### config.mk
export PLATFORM = sky130hd
export DESIGN_NAME = collective_injector
export DESIGN_NICKNAME = d
export VERILOG_FILES = /design/src/rtl/collective_injector.sv
export SDC_FILE = /design/constraint.sdc
export NUM_CORES = 1
export LEC_CHECK = 0
export BUFFER_PORTS_ARGS = -buffer_cell sky130_fd_sc_hd__buf_2
export CAP_MARGIN = 20
export CORE_MARGIN = 2
export CORE_UTILIZATION = 49
export DETAILED_ROUTE_END_ITERATION = 10
export PLACE_DENSITY = 0.88
export SLEW_MARGIN = 20
export SYNTH_ARGS = -nofsm -noshare
export SYNTH_HDL_FRONTEND = slang
export SYNTH_SLANG_ARGS = --single-unit
### constraint.sdc
create_clock -name clk_i -period 1.9 [get_ports clk_i]
set_clock_uncertainty 0.1 [all_clocks]
set_input_delay 0.095 -clock clk_i [delete_from_list [all_inputs] [get_ports clk_i]]
set_output_delay 0.095 -clock clk_i [all_outputs]
set_load 0.005 [all_outputs]
### src/rtl/collective_injector.sv
// collective_injector: source side of one router inject port. Accepts a collective descriptor,
// then turns a stream of payload words into flits (one flit per accepted word) and paces them
// onto the router inject port, which has no back-pressure of its own.
//
// Optional feature: define INJ_TAG_SEQ_EN to replace the descriptor tag with an internal 8-bit
// message counter that advances on every completed message (including zero-length ones).
//
// Ports
//   clk_i            clock, rising edge
//   rst_ni           asynchronous active-low reset
//   desc_valid_i     descriptor offered
//   desc_ready_o     descriptor accepted when valid & ready (only while idle)
//   desc_op_i        opcode, op[3:2]==2'b11 marks a reduce-special flit
//   desc_alg_i       algorithm type
//   desc_tag_i       tag (ignored when INJ_TAG_SEQ_EN is defined)
//   desc_ctx_i       context id
//   desc_rank_i      rank
//   desc_dst_i       {dst_z, dst_y, dst_x}
//   desc_children_i  children field copied into every flit of the message
//   desc_len_i       number of flits in the message (0 is legal)
//   pay_valid_i      payload word offered
//   pay_ready_o      payload word accepted when valid & ready
//   pay_data_i       payload word
//   inject_hold_i    1 blocks launching new flits
//   inject_flit_o    registered flit; all-zero in cycles with no launch
//   busy_o           message in progress
//   msg_done_o       one-cycle pulse when a message finishes
//
// Flit layout, LSB up: payload | op 4 | alg 2 | tag 8 | ctx 8 | rank 9 | src x,y,z 3 each |
// dst x,y,z 3 each | valid 1 | children lg_numprocs.
module collective_injector #(
  parameter int unsigned cur_x        = 0,
  parameter int unsigned cur_y        = 0,
  parameter int unsigned cur_z        = 0,
  parameter int unsigned lg_numprocs  = 3,
  parameter int unsigned PayloadWidth = 32,
  parameter int unsigned LEN_W        = 8,
  parameter int unsigned INJ_GAP      = 0
) (
  input  logic                                      clk_i,
  input  logic                                      rst_ni,
  input  logic                                      desc_valid_i,
  output logic                                      desc_ready_o,
  input  logic [3:0]                                desc_op_i,
  input  logic [1:0]                                desc_alg_i,
  input  logic [7:0]                                desc_tag_i,
  input  logic [7:0]                                desc_ctx_i,
  input  logic [8:0]                                desc_rank_i,
  input  logic [8:0]                                desc_dst_i,
  input  logic [lg_numprocs-1:0]                    desc_children_i,
  input  logic [LEN_W-1:0]                          desc_len_i,
  input  logic                                      pay_valid_i,
  output logic                                      pay_ready_o,
  input  logic [PayloadWidth-1:0]                   pay_data_i,
  input  logic                                      inject_hold_i,
  output logic [PayloadWidth+50+lg_numprocs-1:0]    inject_flit_o,
  output logic                                      busy_o,
  output logic                                      msg_done_o
);

  localparam int unsigned FlitChildWidth = PayloadWidth + 50 + lg_numprocs;
  localparam int unsigned GapW = (INJ_GAP > 0) ? $clog2(INJ_GAP + 1) : 1;
  localparam logic [GapW-1:0] GapLoad = GapW'(INJ_GAP);
  localparam logic [8:0] SrcXyz = {3'(cur_z), 3'(cur_y), 3'(cur_x)};

  typedef enum logic [1:0] {StIdle, StSend, StDone} state_e;

  state_e                    state_q, state_d;
  logic [LEN_W-1:0]          remaining_q, remaining_d;
  logic [GapW-1:0]           gap_q, gap_d;
  logic [FlitChildWidth-1:0] flit_q, flit_d;

  // Descriptor fields held for the whole message.
  logic [3:0]             op_q;
  logic [1:0]             alg_q;
  logic [7:0]             ctx_q;
  logic [8:0]             rank_q;
  logic [8:0]             dst_q;
  logic [lg_numprocs-1:0] children_q;
  logic [7:0]             tag_field;

  logic desc_accept;
  logic pay_accept;

  assign desc_accept = desc_valid_i & desc_ready_o;
  assign pay_accept  = pay_valid_i & pay_ready_o;

`ifdef INJ_TAG_SEQ_EN
  logic [7:0] tag_seq_q, tag_seq_d;
  logic       unused_tag;

  assign unused_tag = ^desc_tag_i;
  assign tag_field  = tag_seq_q;

  always_comb begin
    tag_seq_d = tag_seq_q;
    if (state_q == StDone) tag_seq_d = tag_seq_q + 8'd1;
  end

  always_ff @(posedge clk_i or negedge rst_ni) begin
    if (!rst_ni) tag_seq_q <= 8'd0;
    else         tag_seq_q <= tag_seq_d;
  end
`else
  logic [7:0] tag_q;

  assign tag_field = tag_q;

  always_ff @(posedge clk_i or negedge rst_ni) begin
    if (!rst_ni)          tag_q <= 8'd0;
    else if (desc_accept) tag_q <= desc_tag_i;
  end
`endif

  // State register
  always_ff @(posedge clk_i or negedge rst_ni) begin
    if (!rst_ni) state_q <= StIdle;
    else         state_q <= state_d;
  end

  // Next-state logic
  always_comb begin
    state_d = state_q;
    unique case (state_q)
      StIdle: begin
        if (desc_accept) state_d = (desc_len_i == '0) ? StDone : StSend;
      end
      StSend: begin
        if (pay_accept && (remaining_q == LEN_W'(1))) state_d = StDone;
      end
      StDone:  state_d = StIdle;
      default: state_d = StIdle;
    endcase
  end

  // FSM outputs. desc_ready is gated by reset so it stays low while reset is held.
  always_comb begin
    desc_ready_o = rst_ni & (state_q == StIdle);
    pay_ready_o  = (state_q == StSend) & ~inject_hold_i & (gap_q == '0);
    busy_o       = (state_q != StIdle);
    msg_done_o   = (state_q == StDone);
  end

  // Datapath next-state: flit counter, pacing gap and the outgoing flit.
  always_comb begin
    remaining_d = remaining_q;
    gap_d       = gap_q;
    flit_d      = '0;
    // The gap counts down regardless of hold; hold only gates new launches.
    if (gap_q != '0) gap_d = gap_q - GapW'(1);
    if (desc_accept) remaining_d = desc_len_i;
    if (pay_accept) begin
      remaining_d = remaining_q - LEN_W'(1);
      gap_d       = GapLoad;
      flit_d      = {children_q, 1'b1, dst_q, SrcXyz, rank_q, ctx_q, tag_field, alg_q, op_q,
                     pay_data_i};
    end
  end

  always_ff @(posedge clk_i or negedge rst_ni) begin
    if (!rst_ni) begin
      remaining_q <= '0;
      gap_q       <= '0;
      flit_q      <= '0;
    end else begin
      remaining_q <= remaining_d;
      gap_q       <= gap_d;
      flit_q      <= flit_d;
    end
  end

  always_ff @(posedge clk_i or negedge rst_ni) begin
    if (!rst_ni) begin
      op_q       <= '0;
      alg_q      <= '0;
      ctx_q      <= '0;
      rank_q     <= '0;
      dst_q      <= '0;
      children_q <= '0;
    end else if (desc_accept) begin
      op_q       <= desc_op_i;
      alg_q      <= desc_alg_i;
      ctx_q      <= desc_ctx_i;
      rank_q     <= desc_rank_i;
      dst_q      <= desc_dst_i;
      children_q <= desc_children_i;
    end
  end

  assign inject_flit_o = flit_q;

endmodule

==> out/metrics.cfg <==
[cells_and_area]
final_common_cell=buf_2
fin_util_pct=76.5
area_growth_pct=49.8
drive_gt1_share_pct=30.7
fin_cells=821
num-nets-final=768
mostFrequentLayoutCells=167 x buf_2, 132 x nand2_1, 129 x dfrtp_1, 85 x dlygate4sd3_1, 75 x and2_1

[setup_path]
crit_required_ns=2.24
cpPeakStageDelay_ns=0.45
start_kind=flip-flop
slowest_stage=and4bb_2
critPathCaptureType=flip-flop
crit_top_cell=nand2_1
crit_fanout=33
cp.arrival_ns=2.05
cp.buffers_inverters=1
reg2reg_depth=4
crit_type=reg -> reg
crit_family=simple AND/OR/NAND/NOR gates
crit_chain=and4bb_2, buf_4, nand2_1, nand2_1
cp.depth=4

[sta]
hold_viol=0
setup-violations-final=0
rsz0062_at_grt=no
tns_ns=0
slew_viol_final=0
min_period_ns=1.71
tightest_slew_ns=0.777
timing.fmax_ghz=0.584
hold-worst-slack_ns=0.104
finalCritPeriodShare_pct=90.1
slew_headroom_pct=48.2

[placement]
dp_cells=702
gp_congestion=0.869
dp_hpwl_microns=7010
io_buffer_count=167

[synth]
synth.avg_cell_area_sq_um=11.3
synth_seq_area_share_pct=67.7
synth_top_area_share_pct=67.7
ys.flop_type=dfrtp_1
yosys_warnings=0
yosysTopAreaCell=dfrtp_1
synthTopCellsByArea=dfrtp_1 68%, nand2_1 10%, and2_1 9.8%, buf_4 1.6%, mux2i_1 1.3%
syn_inst=421
synth_edf_count=0
netlist_area_sq_um=4770
async_flop_share_pct=100
ys_ff_latch=129
synth.distinct_cells=35

[pwr]
power_density_nw_per_um2=1240
power_frac_comb_pct=19.3
clkPwrFrac_pct=36.8
swShare_pct=29.9
netSwitchingPower_uw=2640
p_int_uw=6180
p_leak_uw=0.00394
vdd_ir_drop_max_mv=0.715
seqPwrFrac_pct=44.0

[route]
wl_per_cell_microns=16.7
m1WireLength_microns=5210
antenna_left=0
vias=3978
top_layer_used=met4
viasPerCell=4.85
drc_errors=0
drt_pre_antenna_iters=4
route.met3.wl_microns=945
wl_met2_microns=7310
drt_iter0_drc=113
drt-total-wl_microns=13700

[status]
status=completed

[die]
dieHeight_microns=103
die-area_sq_um=10500
coreArea_sq_um=9330
rows=35
pin_count=177
start_util_pct=51.1
die_w_microns=103

[clocking]
clk_pin_slew_ns=0.07
htree_levels=4
clock_latency_ns=0.50
cts_max_path_buffers=2
cts_made_buffers=17
clock_sinks=129
cts_setup_buffers=0
root_buffer=clkbuf_8
tritoncts=done

[global_routing]
grt-ovfl-total=0
grt_usage_pct=27.0
grt_max_degree=67
grt_pass1_wl_microns=21200
grt_antenna_before_repair=1
grt_pass1_vias=4121

[worst_hold_path]
hold_path_class=in -> reg
holdPathStages=3

[run]
cap_violations=0

-- area by class of cell --
class                   count  area (sq um)
flip-flops and latches    129          3230
fillers                   546          2190
multi-input cells         264          1370
clock inverters            14           168
inverters                   5          18.8
well taps                 129           161
diodes                      1          2.50
repair buffers            261          1770
clock buffers              18           418
-- per-stage QoR --
| step | instance area (sq um) | power (uW) | worst slack [ns] |
|---|---|---|---|
| 6_report | 7140 | 8820 | 0.187 |
| 5_1_grt | 7140 | 9270 | 0.0999 |
| 3_5_place_dp | 5700 | 5340 | 0.277 |
| 3_3_place_gp | 5700 | 5210 | 0.341 |
| 2_1_floorplan | 4800 | 4700 | 0.502 |
| 4_1_cts | 7140 | 8720 | 0.0958 |
-- repair_timing --
item,4_1_cts,5_1_grt
hold endpoints to repair,214,0
endpoints found under the setup margin,0,0
resized for setup,0,0
hold buffers,86,0
-- power by group through the flow --
stage	Sequential (uW)	Combinational, uW	Clock [uW]
after floorplan	3800	908	0
after global placement	3820	1380	0
after detailed placement	3860	1470	0
after CTS	3830	1630	3260
after global routing	3950	1910	3410
final	3880	1700	3240
-- cells by family after synthesis --
logic type / count (synthesis) / share of synthesized area, %
compound gates: 12 / 2.05
fa+ha+maj: 2 / 0.525
other cells: 1 / 0.0787
buf+inv: 36 / 4.46
mux: 6 / 1.26
simple gates: 235 / 23.9
flops: 129 / 67.7
-- worst paths after layout --
check | slack [ns] | to | startpoint
min in group asynchronous | 0.19 | rank_q[1] | rst_ni
worst min register to register | 0.37 | dst_q[7] | dst_q[7]
worst max register to register | 0.19 | ctx_q[2] | state_q[0]
worst min-delay path | 0.10 | state_q[0] | desc_valid_i
worst max-delay path | 0.19 | ctx_q[2] | state_q[0]
max in group asynchronous | 0.88 | inject_flit_o[24] | rst_ni
-- synthesized netlist by cell type, types with 2 or more instances --
cell type / n
a211oi_1: 2
and2_1: 75
and3_1: 2
buf_2: 7
buf_4: 10
buf_6: 4
clkbuf_1: 9
dfrtp_1: 129
ha_1: 2
inv_1: 5
mux2i_1: 6
nand2_1: 132
nand4_1: 3
nor2_1: 6
nor3_1: 6
nor4_1: 2
o21bai_1: 3
-- flip-flops by register name, summed over array words and instances, names as in the netlist --
register       count
dst_q              9
state_q            2
ctx_q              8
inject_flit_o     76
children_q         3
tag_field          8
remaining_q        8
alg_q              2
rank_q             9
op_q               4
-- tightest hold or removal path: stages --
cell,delay (ns)
buf_2,0.12
and4bb_2,0.31
o2bb2ai_1,0.14
-- routing by layer --
| metal | up-vias | GRT usage (%) |
|---|---|---|
| met5 | - | 0 |
| met4 | 0 | 8.72 |
| met3 | 28 | 7.66 |
| met2 | 200 | 49.4 |
| met1 | 1938 | 30.4 |
| li1 | 1812 | - |
Power figures use the tool's default switching activity.
